**src/rtl/mem_access_ctrl_pkg.sv**
```systemverilog
// Shared definitions for the MEM-stage data-memory access controller:
// default widths, memory window, timeout limit and FSM/op encodings.
package mem_access_ctrl_pkg;

    localparam int unsigned AddressLen     = 32;
    localparam int unsigned InstructionLen = 32;
    localparam int unsigned MemBaseDef     = 1024;
    localparam int unsigned MemBytesDef    = 256;
    localparam int unsigned TimeoutDef     = 255;
    localparam int unsigned CntW           = 8;

    typedef enum logic [1:0] {
        MacIdle   = 2'd0,
        MacAccess = 2'd1,
        MacDone   = 2'd2
    } mac_state_e;

    typedef enum logic {
        OpRead  = 1'b0,
        OpWrite = 1'b1
    } mac_op_e;

endpackage

```
**src/rtl/mem_access_ctrl_if.sv**
```systemverilog
// Data-memory bus between the MEM-stage controller (master) and the memory (slave).
interface mem_access_ctrl_if #(
    parameter int unsigned AddrW = 32,
    parameter int unsigned DataW = 32
);
    logic [AddrW-1:0] addr;
    logic [DataW-1:0] wdata;
    logic             read;
    logic             write;
    logic             ready;
    logic [DataW-1:0] rdata;

    modport master (output addr, output wdata, output read, output write,
                    input  ready, input  rdata);
    modport slave  (input  addr, input  wdata, input  read, input  write,
                    output ready, output rdata);
endinterface

```
**src/rtl/mem_access_ctrl_timeout_cnt.sv**
```systemverilog
// ACCESS-cycle counter; tc flags the cycle that is the Limit-th one since clear.
module mem_access_ctrl_timeout_cnt #(
    parameter int unsigned Width = 8,
    parameter int unsigned Limit = 255
) (
    input  logic clk,
    input  logic rst,
    input  logic clr,
    input  logic inc,
    output logic tc
);
    logic [Width-1:0] cnt_q, cnt_d;

    always_comb begin
        cnt_d = cnt_q;
        if (clr) begin
            cnt_d = '0;
        end else if (inc) begin
            cnt_d = cnt_q + 1'b1;
        end
    end

    always_ff @(posedge clk or posedge rst) begin
        if (rst) begin
            cnt_q <= '0;
        end else begin
            cnt_q <= cnt_d;
        end
    end

    // cnt_q counts completed ACCESS cycles, so Limit-1 marks the last allowed one.
    assign tc = (cnt_q == Width'(Limit - 1));
endmodule

```
**src/rtl/mem_access_ctrl.sv**
```systemverilog
// MEM-stage initiator: turns pipeline load/store requests into data-memory strobes,
// waits for ready (with timeout), captures read data and freezes the pipeline meanwhile.
module mem_access_ctrl
    import mem_access_ctrl_pkg::*;
#(
    parameter int unsigned ADDR_W    = AddressLen,
    parameter int unsigned DATA_W    = InstructionLen,
    parameter int unsigned MEM_BASE  = MemBaseDef,
    parameter int unsigned MEM_BYTES = MemBytesDef,
    parameter int unsigned TIMEOUT   = TimeoutDef
) (
    input  logic              clk,
    input  logic              rst,
    input  logic              mem_r_en,
    input  logic              mem_w_en,
    input  logic [ADDR_W-1:0] addr_in,
    input  logic [DATA_W-1:0] wdata_in,
    mem_access_ctrl_if.master mem,
    output logic [DATA_W-1:0] rdata_out,
    output logic              rdata_valid,
    output logic              freeze,
    output logic              align_err,
    output logic              range_err,
    output logic              timeout_err
);
    localparam logic [ADDR_W-1:0] LoAddr = ADDR_W'(MEM_BASE);
    localparam logic [ADDR_W-1:0] HiAddr = ADDR_W'(MEM_BASE + MEM_BYTES - 4);

    mac_state_e        state_q, state_d;
    mac_op_e           op_q, op_d;
    logic [ADDR_W-1:0] addr_q, addr_d;
    logic [DATA_W-1:0] wdata_q, wdata_d;
    logic [DATA_W-1:0] rdata_q, rdata_d;
    logic              align_q, align_d;
    logic              range_q, range_d;
    logic              tmo_q, tmo_d;

    logic              req;
    logic [ADDR_W-1:0] addr_aligned;
    logic              in_range;
    logic              cnt_clr, cnt_inc, cnt_tc;

    assign req          = mem_r_en | mem_w_en;
    assign addr_aligned = {addr_in[ADDR_W-1:2], 2'b00};
    assign in_range     = (addr_aligned >= LoAddr) && (addr_aligned <= HiAddr);

    mem_access_ctrl_timeout_cnt #(
        .Width (CntW),
        .Limit (TIMEOUT)
    ) u_timeout_cnt (
        .clk (clk),
        .rst (rst),
        .clr (cnt_clr),
        .inc (cnt_inc),
        .tc  (cnt_tc)
    );

    always_comb begin
        state_d = state_q;
        op_d    = op_q;
        addr_d  = addr_q;
        wdata_d = wdata_q;
        rdata_d = rdata_q;
        align_d = align_q;
        range_d = range_q;
        tmo_d   = tmo_q;
        cnt_clr = 1'b0;
        cnt_inc = 1'b0;
        unique case (state_q)
            MacIdle: begin
                cnt_clr = 1'b1;
                if (req) begin
                    addr_d  = addr_aligned;
                    wdata_d = wdata_in;
                    op_d    = mem_w_en ? OpWrite : OpRead;
                    if (addr_in[1:0] != 2'b00) begin
                        align_d = 1'b1;
                    end
                    // Out-of-window accesses never reach the memory.
                    if (!in_range) begin
                        range_d = 1'b1;
                        if (!mem_w_en) begin
                            rdata_d = '0;
                        end
                        state_d = MacDone;
                    end else begin
                        state_d = MacAccess;
                    end
                end
            end
            MacAccess: begin
                cnt_inc = 1'b1;
                if (mem.ready) begin
                    if (op_q == OpRead) begin
                        rdata_d = mem.rdata;
                    end
                    state_d = MacDone;
                end else if (cnt_tc) begin
                    tmo_d   = 1'b1;
                    rdata_d = '0;
                    state_d = MacDone;
                end
            end
            MacDone: begin
                cnt_clr = 1'b1;
                state_d = MacIdle;
            end
            default: state_d = MacIdle;
        endcase
    end

    always_ff @(posedge clk or posedge rst) begin
        if (rst) begin
            state_q <= MacIdle;
            op_q    <= OpRead;
            addr_q  <= '0;
            wdata_q <= '0;
            rdata_q <= '0;
            align_q <= 1'b0;
            range_q <= 1'b0;
            tmo_q   <= 1'b0;
        end else begin
            state_q <= state_d;
            op_q    <= op_d;
            addr_q  <= addr_d;
            wdata_q <= wdata_d;
            rdata_q <= rdata_d;
            align_q <= align_d;
            range_q <= range_d;
            tmo_q   <= tmo_d;
        end
    end

    assign mem.addr    = addr_q;
    assign mem.wdata   = wdata_q;
    assign mem.read    = (state_q == MacAccess) && (op_q == OpRead);
    assign mem.write   = (state_q == MacAccess) && (op_q == OpWrite);
    assign rdata_out   = rdata_q;
    assign rdata_valid = (state_q == MacDone) && (op_q == OpRead);
    // Low in DONE so the pipeline advances exactly once per access.
    assign freeze      = !rst && (((state_q == MacIdle) && req) || (state_q == MacAccess));
    assign align_err   = align_q;
    assign range_err   = range_q;
    assign timeout_err = tmo_q;
endmodule
```
**src/flat_wrapper.sv**
```systemverilog
// flat-port wrapper written by rule: the top's interface ports become plain ports
module mem_access_ctrl_flat import mem_access_ctrl_pkg::*;
#(
    parameter int unsigned ADDR_W    = AddressLen,
    parameter int unsigned DATA_W    = InstructionLen,
    parameter int unsigned MEM_BASE  = MemBaseDef,
    parameter int unsigned MEM_BYTES = MemBytesDef,
    parameter int unsigned TIMEOUT   = TimeoutDef
)
  (clk, rst, mem_r_en, mem_w_en, addr_in, wdata_in, rdata_out, rdata_valid, freeze, align_err, range_err, timeout_err, mem_addr, mem_wdata, mem_read, mem_write, mem_ready, mem_rdata);
  mem_access_ctrl_if mem_i ();
  input  logic clk;
  input  logic rst;
  input  logic mem_r_en;
  input  logic mem_w_en;
  input  logic [ADDR_W-1:0] addr_in;
  input  logic [DATA_W-1:0] wdata_in;
  output logic [DATA_W-1:0] rdata_out;
  output logic rdata_valid;
  output logic freeze;
  output logic align_err;
  output logic range_err;
  output logic timeout_err;
  output wire logic [$bits(mem_i.addr)-1:0] mem_addr;
  output wire logic [$bits(mem_i.wdata)-1:0] mem_wdata;
  output wire logic [$bits(mem_i.read)-1:0] mem_read;
  output wire logic [$bits(mem_i.write)-1:0] mem_write;
  input wire logic [$bits(mem_i.ready)-1:0] mem_ready;
  input wire logic [$bits(mem_i.rdata)-1:0] mem_rdata;
  assign mem_addr = mem_i.addr;
  assign mem_wdata = mem_i.wdata;
  assign mem_read = mem_i.read;
  assign mem_write = mem_i.write;
  assign mem_i.ready = mem_ready;
  assign mem_i.rdata = mem_rdata;
  mem_access_ctrl #(.ADDR_W(ADDR_W), .DATA_W(DATA_W), .MEM_BASE(MEM_BASE), .MEM_BYTES(MEM_BYTES), .TIMEOUT(TIMEOUT)) u_core (.clk(clk), .rst(rst), .mem_r_en(mem_r_en), .mem_w_en(mem_w_en), .addr_in(addr_in), .wdata_in(wdata_in), .mem(mem_i), .rdata_out(rdata_out), .rdata_valid(rdata_valid), .freeze(freeze), .align_err(align_err), .range_err(range_err), .timeout_err(timeout_err));
endmodule
```
**config.mk**
```make
export PLATFORM = sky130hd
export DESIGN_NAME = mem_access_ctrl_flat
export DESIGN_NICKNAME = d
export VERILOG_FILES = /design/src/rtl/mem_access_ctrl_pkg.sv /design/src/rtl/mem_access_ctrl_if.sv /design/src/rtl/mem_access_ctrl_timeout_cnt.sv /design/src/rtl/mem_access_ctrl.sv /design/src/flat_wrapper.sv
export SDC_FILE = /design/constraint.sdc
export NUM_CORES = 1
export LEC_CHECK = 0
export BUFFER_PORTS_ARGS = -buffer_cell sky130_fd_sc_hd__clkbuf_2
export CAP_MARGIN = 15
export CORE_ASPECT_RATIO = 1.75
export CORE_UTILIZATION = 41
export CTS_BUF_LIST = sky130_fd_sc_hd__clkbuf_8
export CTS_CLUSTER_SIZE = 10
export DETAILED_ROUTE_END_ITERATION = 10
export PLACE_DENSITY = 0.76
export RECOVER_POWER = 25
export SYNTH_ARGS = -nofsm -noshare
export SYNTH_HDL_FRONTEND = slang
export SYNTH_HIERARCHICAL = 1
export SYNTH_SLANG_ARGS = --single-unit
```
**constraint.sdc**
```tcl
create_clock -name clk -period 3.8 [get_ports clk]
set_input_delay 0.57 -clock clk [delete_from_list [all_inputs] [get_ports clk]]
set_output_delay 0.57 -clock clk [all_outputs]
set_load 0.01 [all_outputs]
```
; After elaboration in Yosys (flattened, before gate mapping)
; Cells that the tools add are included.
[op_classes]
addsub = 1
order_cmp = 2
n_eq_ne = 8
n_mux = 17
bitwise = 4
n_reduce_logical = 19
[op_table]
columns = cell, count
row1 = 32-bit 2-to-1 mux, 6
row2 = 32-bit one-hot mux with 2 select lines, 1
row3 = "32-bit by 11-bit greater-or-equal comparator with 1-bit output, second input constant", 1
row4 = "32-bit by 11-bit less-or-equal comparator with 1-bit output, second input constant", 1
row5 = 8-bit 2-to-1 mux, 2
row6 = 3-bit AND reduction, 3
row7 = "8-bit by 1-bit adder with 8-bit output, second input constant", 1
row8 = "8-bit == test, second input constant", 1
row9 = 2-bit 2-to-1 mux, 4
row10 = 1-bit logical AND, 6
row11 = 6-bit AND reduction, 1
row12 = 2-bit nonzero test, 3
row13 = "2-bit inequality test, second input constant", 2
row14 = 2-bit one-hot mux with 2 select lines, 1
row15 = 2-bit AND reduction, 2
row16 = 1-bit 2-to-1 mux, 3
row17 = "3-bit by 2-bit inequality test with 1-bit output, second input constant", 1
row18 = "3-bit inequality test, second input constant", 1
row19 = 1-bit inverter, 3
row20 = "2-bit by 1-bit == test with 1-bit output, second input constant", 1
row21 = "2-bit == test, second input constant", 1
row22 = 2-bit zero test, 1
row23 = "2-bit by 1-bit inequality test with 1-bit output, second input constant", 1
row24 = 2-bit OR reduction, 1
row25 = 3 further kinds, 3
[word_totals]
ff_bits = 108
inputBits = 101
output_inout_bits = 103
wordCells = 60

; Depth between registers and ports, before layout
; Gate-level depths: netlist of run 1.
[depth]
depth_word = 5
depth_mapped = 9

; Cells and area by module
; The synthesis of run 1 kept the hierarchy.
[modules_own_cells]
columns = module, n_inst, cells_per_inst, area_each_um2
row1 = mem_access_ctrl, 1, 379, 3891.2
row2 = mem_access_ctrl_timeout_cnt, 1, 42, 406.6

; Worst setup path before layout of run 1
; Ideal clock, no wire load.
[synth_path]
kind = register to register
from = register u_core.u_timeout_cnt.cnt_q[0]
to = register u_core.rdata_q[0], in the netlist u_core/rdata_out[0]
setup_time_ns = 0.121
arrival_ns = 1.666
required_time_ns = 3.679
setup_slack_ns = 2.013
stages_incl_launch_ff = 10
path_buffers = 1
period_less_slack_ns = 1.787
cell_sequence = dfrtp_1 inv_1 ha_1 nand3_1 nor2_1 nor3b_2 a211oi_4 o211ai_4 buf_6 a22o_1
[synth_between]
elab_chain_len = 3
[synth_rtl]
columns = item, line_no
row1 = start: declaration, mem_access_ctrl_timeout_cnt.sv:12  ; logic [Width-1:0] cnt_q, cnt_d;
row2 = start signal: assignment, mem_access_ctrl_timeout_cnt.sv:27  ; cnt_q <= cnt_d;
row3 = 8-bit == test, mem_access_ctrl_timeout_cnt.sv:32  ; assign tc = (cnt_q == Width'(Limit - 1));
row4 = named net u_core.cnt_tc, mem_access_ctrl.sv:41  ; logic cnt_clr, cnt_inc, cnt_tc;
row5 = 3-bit by 2-bit inequality test with 1-bit output (no line), n/a
row6 = 6-bit AND reduction (no line), n/a
row7 = end signal: assignment, mem_access_ctrl.sv:127  ; rdata_q <= rdata_d;
row8 = end: declaration, mem_access_ctrl.sv:33  ; logic [DATA_W-1:0] rdata_q, rdata_d;
; The timed path passes the listed nets, and every way through them passes these cells.
; A chain may end at the register's enable or synchronous reset.

; Worst setup path after layout of run 1
[layout_path]
from = register u_core.state_q[0]
to = output freeze
[layout_between]
elab_chain_len = 4
[layout_rtl]
columns = item, line_no
row1 = start: declaration, mem_access_ctrl.sv:29  ; mac_state_e state_q, state_d;
row2 = start signal: assignment, mem_access_ctrl.sv:114  ; state_q <= MacIdle;
row3 = start signal: assignment, mem_access_ctrl.sv:123  ; state_q <= state_d;
row4 = 2-bit zero test, mem_access_ctrl.sv:141  ; assign freeze = !rst && (((state_q == MacIdle) && req) || (state_q == MacAccess));
row5 = 1-bit logical AND, mem_access_ctrl.sv:141
row6 = 1-bit logical OR *, mem_access_ctrl.sv:141
row7 = 1-bit logical AND *, mem_access_ctrl.sv:141
row8 = end: declaration, flat_wrapper.sv:20  ; output logic freeze;
; Every way passes the cells marked *; elsewhere a longest branch is shown, timed or not.

==> out/results.ini, run 1 <==
[status]
status = completed

[clock_network]
clkTransAtPathRegs_ns = 0.10
cts_hold_buffers = 0
cts_tree = done
h-tree-depth = 3
root_buffer = clkbuf_8
clockBufferDepth = 2
cts_made_buffers = 9
clkLatencyLatePin_ns = 0.37
clock_sinks = 108
post-cts-setup-buffer-count = 0
ctsResizeCount = 0

[critical_path]
crit_fanout = 7
cp-end-kind = output pin
worstReg2RegStart = u_core/u_timeout_cnt/cnt_q[0]
slowest_stage = dfrtp_1
critPathLaunchType = flip-flop
crit_type = flip-flop to output pin
arrival_ns = 1.63
crit_family = flip-flops
cp.required_ns = 3.23
critical_path_buf_inv_count = 1
crit_chain = nor2_1 -> o21ai_4 -> a21oi_1 -> clkbuf_2
startpoint = u_core/state_q[0]
slowest_delay_ns = 0.49

[timing]
final.period_utilization = 0.580
relSlewSlack = 0.274
fin_skew_ns = 0.0118
fin_setup_tns_ns = 0
setup_slack_ns = 1.60
setup_violations = 0
rsz0062_at_grt = false
slew_violations = 0
period_minus_slack_ns = 2.20
report.final.hold_viol_count = 0
timing.fmax_mhz = 454
worstMarginPinSlew_ns = 1.09

[grt]
grt_pass1_vias = 3668
antenna_found_initial = 0
grt_max_degree = 80
grt_pass1_wl_um = 16700
track_usage = 0.198
grt_overflow = 0

[floorplan]
core_um2 = 10200
num_io_pins = 204
die_w_um = 79.4
dieArea_um2 = 10900
die_h_um = 137
start_util = 0.420
num_rows = 49

[layout]
n_antenna_cell = 0
nets = 717
syn2layout_area_growth_pct = 29.4
fin_cells = 745
drive_gt1_frac = 0.382

[power]
power_density_nw_per_um2 = 440
ir_drop_uv = 261
p_leak_nw = 3.16

[drt]
drtAntennaViolNets = 0
first_iter_violations = 132
num_vias = 3660
vias_per_cell = 4.91
wl_per_cell_um = 14.3
routed_wl_um = 10600
drcViolationCount = 0
drt_first_pass_iters = 6

[logic_synthesis]
yosysWarnings = 6
synth-edff-count = 0
yosysSeqAreaShare = 0.629
syn_avg_cell_area_um2 = 10.2
synthArstFlopShare = 1.00
yosysMostFrequentCell = nand2_1
synthTopCellsByArea = dfrtp_1 (63%), nand2_1 (17%), a22o_1 (6.3%), buf_2 (1.2%), nor2_1 (0.96%)
netlist_area_um2 = 4300
synth-main-ff-cell = dfrtp_1
synth_cell_types = 42
synth_common_cells = nand2_1 (189), dfrtp_1 (108), a22o_1 (31), nor2_1 (11), buf_2 (10)
synth_seq_cells = 108
synthCells = 421
synth_top_cell_by_area = dfrtp_1
yosys.area.top_type_share = 0.629

[placed_design]
numPortBuffers = 201
place_inst = 730
place.gp.congestion = 0.804
dp_hpwl_um = 7910
dpl_worst_slack_ns = 1.24

[hold_path]
hold_class = input pin to asynchronous set/reset pin

[job]
cap_violations = 0

==> power by group <==
group          internal (mW)  switching, mW
logic                  0.179          0.283
registers               1.27         0.0690
clock network          0.261          0.389
total                   1.71          0.740
==> routing by layer <==
metal  part of all wire  track usage  up-vias
met5                  0            0        -
met4              0.022       0.0788        0
met3              0.063       0.0530       16
met2               0.53        0.352      138
met1               0.39        0.220     1759
li1                   -            -     1747
==> through the flow <==
| step | total power [mW] | util | instance area, um2 | hold slack (ns) |
|---|---|---|---|---|
| 6_report | 2.45 | 0.543 | 5560 | 0.193 |
| 3_5_place_dp | 1.83 | 0.526 | 5380 | 0.455 |
| 4_1_cts | 2.49 | 0.543 | 5560 | 0.163 |
| 3_3_place_gp | 1.81 | 0.526 | 5380 | 0.443 |
| 5_1_grt | 2.59 | 0.543 | 5560 | 0.207 |
| 2_1_floorplan | 1.59 | - | 4300 | 0.386 |
==> worst reg2reg max path, delay by kind of cell (launching register included) <==
kind                     cells  cell delay (ns)
AO/OA/AOI/OAI                3             0.99
adder cells (fa/ha/maj)      1             0.15
buffers and inverters        1             0.08
flip-flops                   1             0.44
AND/OR/NAND/NOR              3             0.40
==> kinds of logic after synthesis <==
family,Yosys count,synth area share
AO/OA/AOI/OAI,50,0.0993
buffers and inverters,31,0.0373
flip-flops,108,0.629
XOR/XNOR,4,0.00815
AND/OR/NAND/NOR,225,0.220
adder cells (fa/ha/maj),2,0.00582
other,1,0.000873
==> registers in the layout, indices dropped and copies added, names as in the netlist <==
signal	count
u_core/mem.addr	30
u_core/timeout_err	1
u_core/rdata_out	32
u_core/mem.wdata	32
u_core/state_q	2
u_core/u_timeout_cnt/cnt_q	8
u_core/range_err	1
u_core/op_q	1
u_core/align_err	1
==> layout make-up <==
type	instances	area (um2)
multi-input combinational	283	1460
tap	127	159
inverter	7	28.8
timing repair buffer	205	1030
clock buffer	10	138
fill	949	4680
clock inverter	5	43.8
sequential	108	2700
==> final timing paths <==
path	to	slack (ns)	cells past startpoint
max	freeze	1.60	4
min	u_core/u_timeout_cnt/cnt_q[6]	0.19	2
max reg2reg	u_core/rdata_out[30]	1.64	8
min reg2reg	u_core/range_err	0.48	1
max in group asynchronous	u_core/rdata_out[28]	2.58	3
min in group clk	u_core/mem.wdata[25]	0.39	3
==> cell usage in the layout (no fill, tap or decap), drive strengths merged, types with 2 or more instances in the layout <==
cell type / instances
a211oi: 2
a21o: 2
a21oi: 5
a22o: 33
and3: 2
buf: 4
clkbuf: 211
clkinv: 3
conb: 2
dfrtp: 108
ha: 2
inv: 9
nand2: 189
nand3: 4
nand4: 4
nor2: 12
nor4: 5
o21ai: 3
or3: 2
xor2: 3
Power figures use the tool's default switching activity.
==> inputs of run 2 (changes only) <==
==> constraint.sdc (replaced) <==
create_clock -name clk -period 2.1 [get_ports clk]
set_input_delay 0.315 -clock clk [delete_from_list [all_inputs] [get_ports clk]]
set_output_delay 0.315 -clock clk [all_outputs]
set_load 0.01 [all_outputs]
==> run 2 against run 1 <==
- final cell count is 0.81% higher
- die area stayed put
- count of clock-buffer cells in the layout is 1 lower
- sequential share of layout area is 0.35 points lower
- core utilization is 0.39 points higher
- total power is 82% higher
- global-route usage is 0.13 points lower
- critical path depth stayed put
- clock skew hardly changed
- hold slack worse by 0.070 ns
- via count is 0.22% higher
- clock power is 83% higher
- largest cell class unchanged
==> out/results.ini, run 2 (synthesis gave the netlist of run 1 again) <==
[placed_design]
numPortBuffers = 201
dp_hpwl_um = 7860
place.gp.congestion = 0.833

[timing]
fin_setup_tns_ns = 0
fin_skew_ns = 0.0118
rsz0062_at_grt = false
period_minus_slack_ns = 1.99
slew_violations = 0
worstMarginPinSlew_ns = 0.999
final.period_utilization = 0.948
relSlewSlack = 0.334
report.final.hold_viol_count = 0
timing.fmax_mhz = 503
setup_violations = 0

[layout]
layout_commonest_cell = nand2_1
syn2layout_area_growth_pct = 30.4
drive_gt1_frac = 0.340
n_antenna_cell = 0
nets = 722
final_cell_mix = nand2_1 (189), clkbuf_2 (172), dfrtp_1 (108)
final_util = 0.547

[clock_network]
cts_tree = done
clockBufferDepth = 2
root_buffer = clkbuf_8
clkTransAtPathRegs_ns = 0.11
clkLatencyLatePin_ns = 0.37
cts_made_buffers = 9
clock_sinks = 108
h-tree-depth = 3

[grt]
grt_overflow = 0
grt_pass1_wl_um = 16500
antenna_found_initial = 0
track_usage = 0.196
grt_max_degree = 64
grt_pass1_vias = 3634

[floorplan]
die_w_um = 79.4
num_io_pins = 204
die_h_um = 137
core_um2 = 10200
start_util = 0.420
num_rows = 49
dieArea_um2 = 10900

[job]
cap_violations = 0

[drt]
num_vias = 3668
routed_wl_um = 10700
drcViolationCount = 0
drtAntennaViolNets = 0
vias_per_cell = 4.88
first_iter_violations = 185
wl_per_cell_um = 14.2
drt_first_pass_iters = 4

[power]
power_density_nw_per_um2 = 795
p_leak_nw = 3.11
ir_drop_uv = 491

[critical_path]
arrival_ns = 1.67
slowest_delay_ns = 0.51
cp.required_ns = 1.78
crit_type = flip-flop to output pin
cp-end-kind = output pin
critPathLaunchType = flip-flop
slowest_stage = dfrtp_1
crit_chain = nor2_2 -> o21ai_4 -> a21oi_1 -> clkbuf_2
crit_fanout = 17

[status]
status = completed

[hold_path]
hold_class = input pin to flip-flop

## run 2: final timing paths
path	startpoint	endpoint	cells past startpoint	slack (ns)
max	u_core/state_q[0]	freeze	4	0.11
min	addr_in[4]	u_core/mem.addr[4]	3	0.12
max reg2reg	u_core/u_timeout_cnt/cnt_q[0]	u_core/rdata_out[31]	9	0.20
min reg2reg	u_core/range_err	u_core/range_err	1	0.47
max in group asynchronous	rst	u_core/rdata_out[27]	4	0.61
min in group asynchronous	rst	u_core/u_timeout_cnt/cnt_q[4]	3	0.47
## run 2: layout make-up
| cell class | instances | area, um2 |
|---|---|---|
| Clock buffer | 9 | 124 |
| Clock inverter | 7 | 55.1 |
| Fill cell | 945 | 4640 |
| Inverter | 7 | 30.0 |
| Multi-Input combinational cell | 283 | 1460 |
| Sequential cell | 108 | 2700 |
| Tap cell | 127 | 159 |
| Timing Repair Buffer | 210 | 1070 |
## run 2: where the power goes
part	internal (mW)	total, mW	switching [mW]
combinational	0.329	0.844	0.516
sequential	2.29	2.42	0.128
clock	0.452	1.19	0.737
## run 2: critical path, delay by kind of cell (launching register included)
kind / cells / cell delay, ns
compound gates: 2 / 0.37
flops: 1 / 0.51
buf+inv: 1 / 0.14
simple gates: 1 / 0.28
## run 2: what timing repair did
item / CTS / global route
hold buffers: 1 / 0
resized for setup: 1 / 0
setup endpoints to repair: 1 / 0
hold endpoints to repair: 8 / 0
setup buffers: 0 / 0
## run 2: per-stage QoR
| stage | setup WS, ns | cells | hold WS [ns] | power [mW] | cell area, um2 |
|---|---|---|---|---|---|
| floorplan | 0.313 | 422 | 0.131 | 2.88 | 4310 |
| global placement | 0.232 | 734 | 0.300 | 3.30 | 5450 |
| detailed placement | 0.202 | 734 | 0.307 | 3.33 | 5450 |
| CTS | 0.102 | 751 | 0.102 | 4.52 | 5640 |
| global route | 0.0118 | 751 | 0.118 | 4.69 | 5600 |
| finish | 0.110 | 751 | 0.123 | 4.45 | 5600 |
## run 2: routing by layer
metal  global-route usage  share of wire
met5                    0              0
met4               0.0869          0.021
met3               0.0477          0.069
met2                0.342           0.51
met1                0.225           0.40
